<file path="config.mk">
export PLATFORM = sky130hd
export DESIGN_NAME = latency_unit_arbiter_flat
export DESIGN_NICKNAME = d
export VERILOG_FILES = /design/src/rtl/latency_unit_arbiter_if.sv /design/src/rtl/latency_unit_arbiter.sv /design/src/flat_wrapper.sv
export SDC_FILE = /design/constraint.sdc
export NUM_CORES = 1
export LEC_CHECK = 0
export CAP_MARGIN = 20
export CORE_MARGIN = 5
export CORE_UTILIZATION = 49
export CTS_CLUSTER_SIZE = 25
export DETAILED_ROUTE_END_ITERATION = 10
export HOLD_SLACK_MARGIN = 0.05
export PLACE_DENSITY = 0.74
export SETUP_SLACK_MARGIN = 0.5
export SLEW_MARGIN = 0
export SYNTH_ARGS = -nofsm -noshare
export SYNTH_HDL_FRONTEND = slang
export SYNTH_SLANG_ARGS = --single-unit
</file>
<file path="constraint.sdc">
create_clock -name clk -period 2.2 [get_ports clk]
set_input_delay 0.44 -clock clk [delete_from_list [all_inputs] [get_ports clk]]
set_output_delay 0.44 -clock clk [all_outputs]
set_load 0.02 [all_outputs]
</file>
<file path="src/rtl/latency_unit_arbiter_if.sv">
// Handshake bundle between requesters, the shared unit and the
// response consumer of latency_unit_arbiter.
interface latency_unit_arbiter_if #(
   parameter int NREQ  = 2,
   parameter int WIDTH = 8
);
   localparam int IDW = $clog2(NREQ);

   logic [NREQ-1:0]       req_valid;
   logic [NREQ*WIDTH-1:0] req_data;
   logic [NREQ-1:0]       req_ready;
   logic [WIDTH-1:0]      unit_in;
   logic [WIDTH-1:0]      unit_out;
   logic                  rsp_valid;
   logic                  rsp_ready;
   logic [WIDTH-1:0]      rsp_data;
   logic [IDW-1:0]        rsp_id;
   logic                  busy;

   modport master (
      output req_valid, req_data, unit_out, rsp_ready,
      input  req_ready, unit_in, rsp_valid, rsp_data, rsp_id, busy
   );

   modport slave (
      input  req_valid, req_data, unit_out, rsp_ready,
      output req_ready, unit_in, rsp_valid, rsp_data, rsp_id, busy
   );
endinterface

</file>
<file path="src/rtl/latency_unit_arbiter.sv">
// Round-robin scheduler for a non-stallable fixed-latency unit with
// a tag pipeline, in-order response FIFO and credit-based issue.
module latency_unit_arbiter #(
   parameter int NREQ       = 2,
   parameter int WIDTH      = 8,
   parameter int LATENCY    = 5,
   parameter int FIFO_DEPTH = 8
) (
   input  logic clk,
   input  logic rst,
   latency_unit_arbiter_if.slave bus
);
   localparam int IDW = $clog2(NREQ);
   localparam int AW  = $clog2(FIFO_DEPTH);
   localparam logic [AW:0]    DEPTH_C = (AW+1)'(FIFO_DEPTH);
   localparam logic [IDW-1:0] LAST_C  = IDW'(NREQ-1);

   logic [AW:0]          r_occ;
   logic [IDW-1:0]       r_last;
   logic [LATENCY-1:0]   r_tv;
   logic [IDW-1:0]       r_tid [LATENCY];
   logic [WIDTH-1:0]     r_mem [FIFO_DEPTH];
   logic [IDW-1:0]       r_mid [FIFO_DEPTH];
   logic [AW-1:0]        r_wp;
   logic [AW-1:0]        r_rp;
   logic [AW:0]          r_cnt;

   logic                 w_can_issue;
   logic                 w_any;
   logic [IDW-1:0]       w_gid;
   logic [NREQ-1:0]      w_grant;
   logic                 w_push;
   logic                 w_pop;
   logic                 w_rsp_valid;

   assign w_can_issue = !rst && (r_occ < DEPTH_C);
   assign w_push      = r_tv[LATENCY-1];
   assign w_rsp_valid = (r_cnt != '0);
   assign w_pop       = w_rsp_valid && bus.rsp_ready;

   // Round-robin search upward from the requester after the last winner.
   always_comb begin
      int v_sum;
      logic [IDW-1:0] v_idx;
      v_sum   = 0;
      v_idx   = '0;
      w_any   = 1'b0;
      w_gid   = '0;
      w_grant = '0;
      if (w_can_issue) begin
         for (int k = 1; k <= NREQ; k++) begin
            v_sum = int'(r_last) + k;
            v_idx = IDW'(v_sum % NREQ);
            if (!w_any && bus.req_valid[v_idx]) begin
               w_any = 1'b1;
               w_gid = v_idx;
            end
         end
      end
      if (w_any) w_grant[w_gid] = 1'b1;
   end

   assign bus.req_ready = w_grant;
   assign bus.unit_in   = w_any ? bus.req_data[int'(w_gid)*WIDTH +: WIDTH]
                                : '0;

   // Remember the winner so the next search starts just past it.
   always_ff @(posedge clk or posedge rst) begin
      if (rst)        r_last <= LAST_C;
      else if (w_any) r_last <= w_gid;
   end

   // Credits: requests in the unit plus entries parked in the FIFO.
   always_ff @(posedge clk or posedge rst) begin
      if (rst) begin
         r_occ <= '0;
      end else begin
         unique case ({w_any, w_pop})
            2'b10:   r_occ <= r_occ + 1'b1;
            2'b01:   r_occ <= r_occ - 1'b1;
            default: r_occ <= r_occ;
         endcase
      end
   end

   // Tag pipeline tracks which requester owns each unit stage.
   always_ff @(posedge clk or posedge rst) begin
      if (rst) begin
         r_tv <= '0;
         for (int i = 0; i < LATENCY; i++) r_tid[i] <= '0;
      end else begin
         r_tv[0]  <= w_any;
         r_tid[0] <= w_gid;
         for (int i = 1; i < LATENCY; i++) begin
            r_tv[i]  <= r_tv[i-1];
            r_tid[i] <= r_tid[i-1];
         end
      end
   end

   // FIFO storage; contents are masked at the output while empty.
   always_ff @(posedge clk) begin
      if (w_push) begin
         r_mem[r_wp] <= bus.unit_out;
         r_mid[r_wp] <= r_tid[LATENCY-1];
      end
   end

   // FIFO pointers and count; credits make a full-FIFO push impossible.
   always_ff @(posedge clk or posedge rst) begin
      if (rst) begin
         r_wp  <= '0;
         r_rp  <= '0;
         r_cnt <= '0;
      end else begin
         if (w_push) begin
            assert (r_cnt != DEPTH_C) else $error("response fifo overflow");
            r_wp <= r_wp + 1'b1;
         end
         if (w_pop) r_rp <= r_rp + 1'b1;
         unique case ({w_push, w_pop})
            2'b10:   r_cnt <= r_cnt + 1'b1;
            2'b01:   r_cnt <= r_cnt - 1'b1;
            default: r_cnt <= r_cnt;
         endcase
      end
   end

   assign bus.rsp_valid = w_rsp_valid;
   assign bus.rsp_data  = w_rsp_valid ? r_mem[r_rp] : '0;
   assign bus.rsp_id    = w_rsp_valid ? r_mid[r_rp] : '0;
   assign bus.busy      = (r_occ != '0);
endmodule
</file>
<file path="src/flat_wrapper.sv">
// flat-port wrapper written by rule: the top's interface ports become plain ports
module latency_unit_arbiter_flat 
#(
   parameter int NREQ       = 2,
   parameter int WIDTH      = 8,
   parameter int LATENCY    = 5,
   parameter int FIFO_DEPTH = 8
)
  (clk, rst, bus_req_valid, bus_req_data, bus_unit_out, bus_rsp_ready, bus_req_ready, bus_unit_in, bus_rsp_valid, bus_rsp_data, bus_rsp_id, bus_busy);
  latency_unit_arbiter_if #(.NREQ(NREQ), .WIDTH(WIDTH)) bus_i ();
  input  logic clk;
  input  logic rst;
  input wire logic [$bits(bus_i.req_valid)-1:0] bus_req_valid;
  input wire logic [$bits(bus_i.req_data)-1:0] bus_req_data;
  input wire logic [$bits(bus_i.unit_out)-1:0] bus_unit_out;
  input wire logic [$bits(bus_i.rsp_ready)-1:0] bus_rsp_ready;
  output wire logic [$bits(bus_i.req_ready)-1:0] bus_req_ready;
  output wire logic [$bits(bus_i.unit_in)-1:0] bus_unit_in;
  output wire logic [$bits(bus_i.rsp_valid)-1:0] bus_rsp_valid;
  output wire logic [$bits(bus_i.rsp_data)-1:0] bus_rsp_data;
  output wire logic [$bits(bus_i.rsp_id)-1:0] bus_rsp_id;
  output wire logic [$bits(bus_i.busy)-1:0] bus_busy;
  assign bus_i.req_valid = bus_req_valid;
  assign bus_i.req_data = bus_req_data;
  assign bus_i.unit_out = bus_unit_out;
  assign bus_i.rsp_ready = bus_rsp_ready;
  assign bus_req_ready = bus_i.req_ready;
  assign bus_unit_in = bus_i.unit_in;
  assign bus_rsp_valid = bus_i.rsp_valid;
  assign bus_rsp_data = bus_i.rsp_data;
  assign bus_rsp_id = bus_i.rsp_id;
  assign bus_busy = bus_i.busy;
  latency_unit_arbiter #(.NREQ(NREQ), .WIDTH(WIDTH), .LATENCY(LATENCY), .FIFO_DEPTH(FIFO_DEPTH)) u_core (.clk(clk), .rst(rst), .bus(bus_i));
endmodule
</file>
==> flow_metrics.tcl <==
set metrics [dict create \
    cp_cell_sequence "buf_4, buf_12, mux4_2, mux2i_1, nor2_1, buf_4" \
    dr_total_vias 2318 \
    instances_no_fill 426 \
    violations "setup timing" \
    max-slew-margin-rel_pct 67.6 \
    final_hold_viol_count 0 \
    io_pins 50 \
    crit_path_frequent_cell "buf_4" \
    place.detailed.hpwl_microns 5240 \
    most-common-layout-cells "edfxtp_1 (72), buf_4 (35), clkdlybuf4s50_1 (25)" \
    die_area_sq_um 10000 \
    clkPwrFrac_pct 19.0 \
    dominantRegCellSynth "edfxtp_1" \
    drv_slew 0 \
    layout.nets 356 \
    rsz0062_at_grt "true" \
    cts_buffer_depth 2 \
    port-buffer-count 49 \
    p_int_uw 4570 \
    wl_per_cell_microns 19.6 \
    drt_pass1_iterations 4 \
    netlist_instances 224 \
    final_layout_size_suffix_gt1_share_pct 41.7 \
    startpoint_type "flip-flop" \
    dp.cells 393 \
    post-route-util_pct 68.9 \
    htreeDepth 3 \
    cts_num_sinks 97 \
    finalSetupViolCount 9 \
    clock_skew_ns 0.00943 \
    routed_wl_microns 8350 \
    grt_overflow 0 \
    synth_area_leaders "edfxtp_1 (54%), dfrtp_1 (15%), mux4_2 (10%), ha_1 (2.5%), mux2i_1 (2.3%)" \
    layout_commonest_cell "edfxtp_1" \
    netlist.area_leader.share_pct 54.3 \
    stdcell_area_sq_um 5380 \
    grt_pass1_wl_microns 12700 \
    status "complete, but fails checks" \
    p_sw_uw 2260 \
    drt_iter0_markers 114 \
    required_ns 1.76 \
    diodes 0 \
    yosysWarnings 0 \
    swShare_pct 33.1 \
    clk_pin_slew_ns 0.09 \
    cpMaxStageDelayCell "mux4_2" \
    postPlaceCellArea_sq_um 4810 \
    comb_power_share_pct 43.7 \
    grt_usage_pct 17.3 \
    fin_crit_ns 2.34 \
    ir_worst_vdd_mv 0.595 \
    max_stage_delay_ns 0.50 \
    synth_edf_count 72 \
    timing.final.ws_setup_ns -0.145 \
    cpLargestDelayFamily "multiplexers" \
    arrival_ns 1.90 \
    syn_avg_cell_area_sq_um 17.8 \
    ys_seq_area_share_pct 70.0 \
    pwr-share-seq_pct 37.3 \
    grt_pass1_vias 2443 \
    numCtsBuffers 9 \
    initial_core_util_pct 51.0 \
    drv_cap 0 \
    drc_errors 0 \
    power.density_nw_per_um2 1270 \
    async_flop_share_pct 25.8 \
    synth.net_count 261 \
    r2r_end "u_core.r_occ[2]$_DFFE_PP0P_" \
    antenna_found_initial 0 \
    drtAntennaViolNets 0 \
    synth_seq_cells 97 \
    tritoncts "built" \
    r2r_start "u_core.r_cnt[0]$_DFFE_PP0P_" \
    gp_congestion 0.742 \
    die_w_microns 100 \
    endpoint "bus_rsp_data[6]" \
    fp.dieH_microns 100 \
    r2r_cells 10 \
    viasPerCell 5.44 \
    power_leakage_uw 0.00204 \
    place_ws_ns -0.466 \
    clock_latency_ns 0.36 \
    tightest_slew_ns 0.483 \
    post-route-period-util_pct 107 \
    fmax_mhz 427 \
    core.rowCount 32 \
    path_buf_inv 3 \
    syn-cell-area_sq_um 3980 \
    cp-end-kind "primary output" \
    cts-root-buf "clkbuf_8" \
    finalPower_uw 6830 \
    critPathLaunch "u_core.r_rp[0]$_DFFE_PP0P_" \
    grt_max_degree 26 \
    post_synth_num_cell_types 37 \
    yosys.area.top_type "edfxtp_1" \
    cp_num_cells 6 \
    syn2layout_area_growth_pct 35.1 \
    coreArea_sq_um 7810 \
    crit_type "reg -> out" \
    worstHoldPathType "in -> async" \
    cp_max_fo 7 \
    r2r_setup_slack_ns 0.07 \
]
==> sequential cells by signal, summed over array words and instances (netlist names) <==
register / flops
u_core.r_mem: 64
u_core.r_tid: 5
u_core.r_last: 1
u_core.r_tv: 5
u_core.r_occ: 4
u_core.r_rp: 3
u_core.r_cnt: 4
u_core.r_mid: 8
u_core.r_wp: 3
==> cells in the mapped netlist (all sizes together), types with 4 or more instances <==
cell and instances:
a22o 8, buf 6, dfrtp 24, edfxtp 72, ha 8, inv 4, mux2 4, mux2i 9
mux4 18, nand2 6, nand2b 5, nor2 19, xnor2 5, xor2 9
==> worst register-to-register path, stage by stage (launching register included) <==
cell	delay (ns)
dfrtp_1	0.42
nor4_4	0.34
inv_2	0.08
and2_4	0.18
ha_4	0.18
xor2_2	0.19
ha_4	0.17
a21oi_2	0.12
xor2_1	0.15
nor2_1	0.06
xor2_1	0.14
==> metal layers <==
metal / track usage (%) / wire [microns] / up-vias
li1: - / - / 1055
met4: 8.19 / 125 / 0
met1: 22.2 / 3400 / 1179
met3: 3.34 / 417 / 10
met2: 28.4 / 4400 / 74
met5: 0 / 0 / -
==> stage by stage <==
step                hold WS, ns  setup TNS (ns)
finish                    0.309          -0.940
global route              0.341           -2.06
CTS                       0.301           -1.03
detailed placement        0.335           -5.92
global placement          0.331           -5.12
floorplan                 0.331          -0.742
==> cells by family (layout without fill, tap and decap cells) <==
| group | count (synthesis) | count (layout) | synth area share [%] |
|---|---|---|---|
| flip-flops | 97 | 97 | 70.0 |
| XOR/XNOR | 14 | 14 | 3.08 |
| AND/OR/NAND/NOR | 43 | 45 | 5.62 |
| adder cells (fa/ha/maj) | 8 | 8 | 2.51 |
| AO/OA/AOI/OAI | 18 | 18 | 3.33 |
| multiplexers | 31 | 31 | 13.7 |
| buffers and inverters | 13 | 111 | 1.76 |
==> final cells by class <==
type	count	area, sq um
Clock buffer	9	124
Clock inverter	7	108
Fill cell	511	2430
Inverter	4	15.0
Multi-Input combinational cell	116	1330
Sequential cell	97	2790
Tap cell	102	128
Timing Repair Buffer	91	878
==> timing repair <==
item | 4_1_cts | 5_1_grt
setup endpoints to repair | 28 | 30
gates cloned | 3 | 0
hold buffers | 0 | 0
resized for setup | 145 | 17
setup buffers | 9 | 5
pin swaps | 15 | 16
==> worst min-delay path by stage <==
stage	to	slack, ns	start
after global placement	u_core.r_tid[1]$_DFF_PP0_	0.33	u_core.r_tid[2]$_DFF_PP0_
after CTS	u_core.r_occ[2]$_DFFE_PP0P_	0.30	rst
after detailed placement	u_core.r_tid[3]$_DFF_PP0_	0.33	u_core.r_tid[4]$_DFF_PP0_
final	u_core.r_tid[4]$_DFF_PP0_	0.31	rst
after floorplan	u_core.r_tid[0]$_DFF_PP0_	0.33	u_core.r_tid[1]$_DFF_PP0_
after global routing	u_core.r_rp[1]$_DFFE_PP0P_	0.34	rst
==> power groups by stage <==
stage                     Sequential, uW  Clock [uW]  Combinational [uW]
final                               2550        1300                2980
after global routing                2590        1410                3210
after CTS                           2510        1330                2810
after detailed placement            2560           0                2520
after global placement              2540           0                2460
after floorplan                     2480           0                1660
No activity file was read; power rests on OpenSTA's default activity.
==> patch 1, RTL diff (same flow settings) <==
`FIFO_DEPTH` is set to 8 in 2 places; all go to 4.
--- a/src/rtl/latency_unit_arbiter.sv
+++ b/src/rtl/latency_unit_arbiter.sv
@@ -4,7 +4,7 @@
    parameter int NREQ       = 2,
    parameter int WIDTH      = 8,
    parameter int LATENCY    = 5,
-   parameter int FIFO_DEPTH = 8
+   parameter int FIFO_DEPTH = 4
 ) (
    input  logic clk,
    input  logic rst,
--- a/src/flat_wrapper.sv
+++ b/src/flat_wrapper.sv
@@ -4,7 +4,7 @@
    parameter int NREQ       = 2,
    parameter int WIDTH      = 8,
    parameter int LATENCY    = 5,
-   parameter int FIFO_DEPTH = 8
+   parameter int FIFO_DEPTH = 4
 )
   (clk, rst, bus_req_valid, bus_req_data, bus_unit_out, bus_rsp_ready, bus_req_ready, bus_unit_in, bus_rsp_valid, bus_rsp_data, bus_rsp_id, bus_busy);
   latency_unit_arbiter_if #(.NREQ(NREQ), .WIDTH(WIDTH)) bus_i ();
Behaviour: not the same (Yosys sat finds a counterexample within 10 cycles, from zero or initial values and one cycle with rst high).
==> patch 1 against the unedited design <==
Power shrank 37%; worst hold slack lost 0.079 ns; worst setup slack gained 0.24 ns; wire length shrank 40%; sequential cell count shrank 40; sequential share of layout area shrank 3.1 points; synthesized area shrank 42%; sequential power shrank 38%; count of clock-buffer cells in the layout grew 4; combinational power shrank 38%; clock power shrank 35%; largest cell class unchanged; design area shrank 39%; critical path type unchanged; utilization grew 1.9 points.
==> patch 1: results (changes against the unedited design) <==
Run status
  – Status: finished, final reports clean

Final layout
  – Clk_buf instances: 13 (+4)
  – Comb_multi_in: 68 (-41%)
  – Number of non-clock buffers: 63 (-31%)
  – Number of nets at the end of the flow: 244 (-31%)
  – Fraction of area in multi-input gates: 0.236 (-0.0115)
  – Fraction of layout cells with a size suffix above 1: 0.415 (-0.00157)
  – Biggest regs: u_core.r_mem (32), u_core.r_tid (5), u_core.r_tv (5)
  – Share of cell area taken by flip-flops and latches: 0.488 (-0.0312)
  – Final-layout clock-cell area share: 0.0527 (+0.00965)
  – Non-clock buffer contribution to total cell area: 0.193 (+0.0300)
  – Antenna cell count: 0 (unchanged)
  – Filler Cell Count: 274 (-46%)
  – Count of sequential standard cells: 57 (-41%)
  – Non-clock inverter total of the final layout: 8 (+4)

Critical path
  – Critical Path Fanout Max: 6 (-1)
  – Worst Setup SP: u_core.r_rp[0]
  – Critical R2R Launch: u_core.r_cnt[0]
  – Data arrival, critical path: 1.66 ns (-0.24 ns)

Pwr
  – Standby leakage power: 1.35 nW (-34%)
  – Worst vdd rail ir drop: 0.000598 V (+0.48%)

Synth
  – Top post-synthesis cells by area: sky130_fd_sc_hd__edfxtp_1 (46%), sky130_fd_sc_hd__dfrtp_1 (22%), sky130_fd_sc_hd__mux4_2 (7.7%)
  – Seq/Total Area, Yosys: 0.691 (-0.00905)
  – Number of distinct library cells after synthesis: 25 (-32%)
  – Top cells by instance count after synthesis: sky130_fd_sc_hd__edfxtp_1 (36), sky130_fd_sc_hd__dfrtp_1 (20), sky130_fd_sc_hd__and2_1 (14)
  – Share of async-settable or async-resettable flops after synthesis: 0.368 (+0.111)
  – Post-synth net total: 172 (-34%)
  – Post-synth EDFFs: 36 (-50%)
  – Total number of yosys warnings: 0 (unchanged)

Clock tree
  – Clock buffer depth: 2 (unchanged)
  – Cells resized by post-CTS repair: 124 (-14%)
  – Clock insertion delay at the later pin of the skew report: 0.33 ns (-0.03 ns)
  – Post-CTS clock slew at the launch and capture registers of the worst setup and hold paths: 0.06 ns (-0.03 ns)
  – Root Buffer: sky130_fd_sc_hd__clkbuf_8
  – Number of H-tree levels: 3 (unchanged)
  – Clock buffer count from CTS: 9 (unchanged)
  – Post-CTS Setup Inserts: 6 (-3)

Place
  – Count of input and output buffers: 49 (unchanged)
  – Final GP Congestion: 0.933 (+26%)
  – Post-detailed-placement half-perimeter wirelength: 3.26 mm (-38%)

Global route
  – Via count of the first global-routing pass: 1621 (-34%)
  – Number of antenna violations at the first check in global routing: 0 (unchanged)
  – Total GRT Usage: 0.182 (+0.00943)
  – First-pass GRT wire length: 8.10 mm (-36%)
  – Maximum number of pins on one net before global-route repair: 22 (-15%)

Drt
  – Initial DRT Pass Iterations: 4 (unchanged)
  – Count of routing violations after the opening detailed-route iteration: 107 (-6.1%)
  – Total number of vias: 1396 (-40%)
  – Total wirelength of the detailed-routed design: 4.98 mm (-40%)

Min path
  – Worst min path class: input port to async pin

STA
  – Relative slew slack: 0.664 (-0.0122)
  – Clk_skew: 0.00551 ns (-0.00392 ns)
==> patch 1: kinds of logic after synthesis <==
family / after synthesis / synth area share
compound gates: 11 / 0.0377
xor+xnor: 9 / 0.0339
fa+ha+maj: 8 / 0.0495
buf+inv: 13 / 0.0258
flops: 57 / 0.691
mux: 11 / 0.0979
simple gates: 26 / 0.0640
==> patch 1: worst max-delay path, stage by stage, from the launching register on <==
cell and delay [ns]:
sky130_fd_sc_hd__dfrtp_2 0.41, sky130_fd_sc_hd__buf_12 0.14, sky130_fd_sc_hd__mux4_2 0.50, sky130_fd_sc_hd__and2_4 0.15, sky130_fd_sc_hd__buf_6 0.12
==> patch 1: through the flow <==
step	setup WS [ns]	std cells	instance area (um^2)	power [mW]
2_1_floorplan	0.346	135	2350	2.49
3_3_place_gp	-0.383	239	2940	3.02
3_5_place_dp	-0.488	239	2940	3.11
4_1_cts	0.0675	263	3200	4.19
5_1_grt	0.0410	266	3300	4.54
6_report	0.0998	266	3300	4.27
==> patch 1: routing by layer <==
layer	wire length, um	vias up	track usage
li1	-	645	-
met1	1880	700	0.198
met2	2710	47	0.314
met3	330	4	0.0771
met4	64	0	0.0722
met5	0	-	0
==> patch 1: power breakdown <==
group,total (mW),switching [mW],internal [mW]
registers,1.57,0.181,1.38
clock network,0.848,0.383,0.465
logic,1.86,0.784,1.08
total,4.27,1.35,2.93
==> patch 1: worst paths after layout <==
kind                              endpoint  slack (ns)  cells after the start
max                        bus_rsp_data[0]         0.1                      4
min                        u_core.r_occ[1]        0.23                      3
max reg2reg                u_core.r_occ[2]        0.19                      7
min reg2reg                 u_core.r_tv[1]        0.35                      0
max in group asynchronous    u_core.r_last        1.70                      3
min in group clk            u_core.r_tv[1]        0.35                      0
==> patch 2, RTL diff (same flow settings) <==
Without the edit above. Make the reset (`rst`) synchronous in 4 clocked blocks.
--- a/src/rtl/latency_unit_arbiter.sv
+++ b/src/rtl/latency_unit_arbiter.sv
@@ -65,13 +65,13 @@
                                 : '0;
 
    // Remember the winner so the next search starts just past it.
-   always_ff @(posedge clk or posedge rst) begin
+   always_ff @(posedge clk) begin
       if (rst)        r_last <= LAST_C;
       else if (w_any) r_last <= w_gid;
    end
 
    // Credits: requests in the unit plus entries parked in the FIFO.
-   always_ff @(posedge clk or posedge rst) begin
+   always_ff @(posedge clk) begin
       if (rst) begin
          r_occ <= '0;
       end else begin
@@ -84,7 +84,7 @@
    end
 
    // Tag pipeline tracks which requester owns each unit stage.
-   always_ff @(posedge clk or posedge rst) begin
+   always_ff @(posedge clk) begin
       if (rst) begin
          r_tv <= '0;
          for (int i = 0; i < LATENCY; i++) r_tid[i] <= '0;
@@ -107,7 +107,7 @@
    end
 
    // FIFO pointers and count; credits make a full-FIFO push impossible.
-   always_ff @(posedge clk or posedge rst) begin
+   always_ff @(posedge clk) begin
       if (rst) begin
          r_wp  <= '0;
          r_rp  <= '0;
Formal check against the unedited RTL: differs if rst is asserted again (counterexample within 4 cycles, from zero or initial values and one cycle with rst high); with rst held inactive, the same outputs for 10 cycles.
==> patch 2 against the unedited design <==
The flow still finishes with violations (setup timing); worst setup slack improved by 0.054 ns; die area increased by 1.2%; synthesized area increased by 1.4%; design area increased by 4.2%; sequential cell count increased by 3; wire length decreased by 4.0%; critical endpoint is now bus_rsp_data[1]; highest routed layer unchanged.
Power is not compared: it rests on default switching activity, and its combinational part moved more than twofold at a synthesized area within 25%.
==> patch 2: results (changes against the unedited design) <==
Synth
  – Top cells by instance count after synthesis: sky130_fd_sc_hd__edfxtp_1 (72), sky130_fd_sc_hd__dfxtp_1 (28), sky130_fd_sc_hd__nor2_1 (28), sky130_fd_sc_hd__mux4_2 (18), sky130_fd_sc_hd__nor2b_1 (14)
  – Post-synth net total: 288 (+10%)
  – Number of distinct library cells after synthesis: 41 (+11%)
  – Synth Area in XOR/XNOR: 0.0236 (-0.00724)
  – Area fraction in compound gates after synthesis: 0.0409 (+0.00760)
  – Share of async-settable or async-resettable flops after synthesis: 0 (-0.258)
  – Mux share of post-synthesis cell area: 0.138 (+0.00155)
  – Seq/Total Area, Yosys: 0.674 (-0.0260)
  – Adder and majority gate portion of the synthesized area: 0.0248 (-0.000343)
  – Avg Cell Area, Syn: 16.1 um^2 (-9.5%)
  – Top post-synthesis cells by area: sky130_fd_sc_hd__edfxtp_1 (54%), sky130_fd_sc_hd__dfxtp_1 (14%), sky130_fd_sc_hd__mux4_2 (10%)

STA
  – Relative slew slack: 0.739 (+0.0634)
  – Clk_skew: 0.00954 ns (+0.000110 ns)
  – # setup viols final: 8 (-1)
  – Total negative slack: -0.320 ns (+0.621 ns)
  – Final setup margin: -0.0907 ns (+0.0539 ns)

Drt
  – Met2 WL: 4.18 mm (-5.2%)
  – Total wirelength of the detailed-routed design: 8.01 mm (-4.0%)
  – Detailed-routing wirelength on met1: 3.27 mm (-3.9%)
  – Met3 Wirelength: 464 um (+11%)
  – Count of routing violations after the opening detailed-route iteration: 137 (+20%)
  – Total number of vias: 2478 (+6.9%)

Critical path
  – Cell type of the slowest stage on the worst timing path: sky130_fd_sc_hd__mux4_2
  – Critical Path Fanout Max: 5 (-2)
  – Cell family contributing the most delay on the critical path: multiplexers
  – Data arrival, critical path: 1.85 ns (-0.05 ns)

Place
  – Post-detailed-placement half-perimeter wirelength: 5.11 mm (-2.6%)
  – Total cell area at the placement stage: 0.00505 mm^2 (+5.0%)
  – Count of input and output buffers: 49 (unchanged)

Final layout
  – Count of sequential standard cells: 100 (+3.1%)
  – Antenna cell count: 0 (unchanged)
  – Comb_multi_in: 138 (+19%)
  – Number of nets at the end of the flow: 387 (+8.7%)
  – Share of cell area taken by flip-flops and latches: 0.489 (-0.0302)
  – Non-clock buffer contribution to total cell area: 0.179 (+0.0155)
  – Multi-input gate area: 0.00152 mm^2 (+14%)
  – Fraction of layout cells with a size suffix above 1: 0.420 (+0.00305)
  – Filler Cell Count: 531 (+3.9%)
  – Final-layout clock-cell area share: 0.0353 (-0.00777)
  – Number of non-clock buffers: 98 (+7.7%)
  – Non-clock inverter total of the final layout: 3 (-1)

Global route
  – Number of antenna violations at the first check in global routing: 0 (unchanged)
  – Met2 global-route usage: 0.296 (+0.0123)
  – Met1 Track Usage GR: 0.213 (-0.00901)
  – First-pass GRT wire length: 13.1 mm (+3.1%)
  – Via count of the first global-routing pass: 2687 (+10%)
  – Global-route met3 utilization: 0.0298 (-0.00360)

Pwr
  – Standby leakage power: about 2 nW
  – Fraction of power spent switching nets: 0.247

Run status
  – Status: complete, but fails checks
  – Failing checks: setup timing
-- patch 2: repair_timing --
action | in CTS | in global routing
pin swaps | 12 | 11
gates resized for setup | 144 | 16
cloned | 2 | 0
setup endpoints to repair | 27 | 29
setup buffers | 14 | 3
-- patch 2: stage by stage --
| stage | cells | hold WS [ns] | util |
|---|---|---|---|
| 5_1_grt | 460 | 0.456 | 0.689 |
| 3_3_place_gp | 425 | 0.420 | 0.621 |
| 4_1_cts | 457 | 0.444 | 0.676 |
| 6_report | 460 | 0.444 | 0.689 |
| 2_1_floorplan | 251 | 0.414 | - |
| 3_5_place_dp | 425 | 0.426 | 0.621 |
-- patch 2: worst paths after layout --
path         slack, ns         endpoint  cells after the start             from
max reg2reg       0.10  u_core.r_cnt[3]                      9  u_core.r_cnt[1]
min reg2reg       0.44   u_core.r_tv[1]                      1   u_core.r_tv[0]
max              -0.09  bus_rsp_data[1]                      6         register
min               0.44   u_core.r_tv[1]                      1   u_core.r_tv[0]
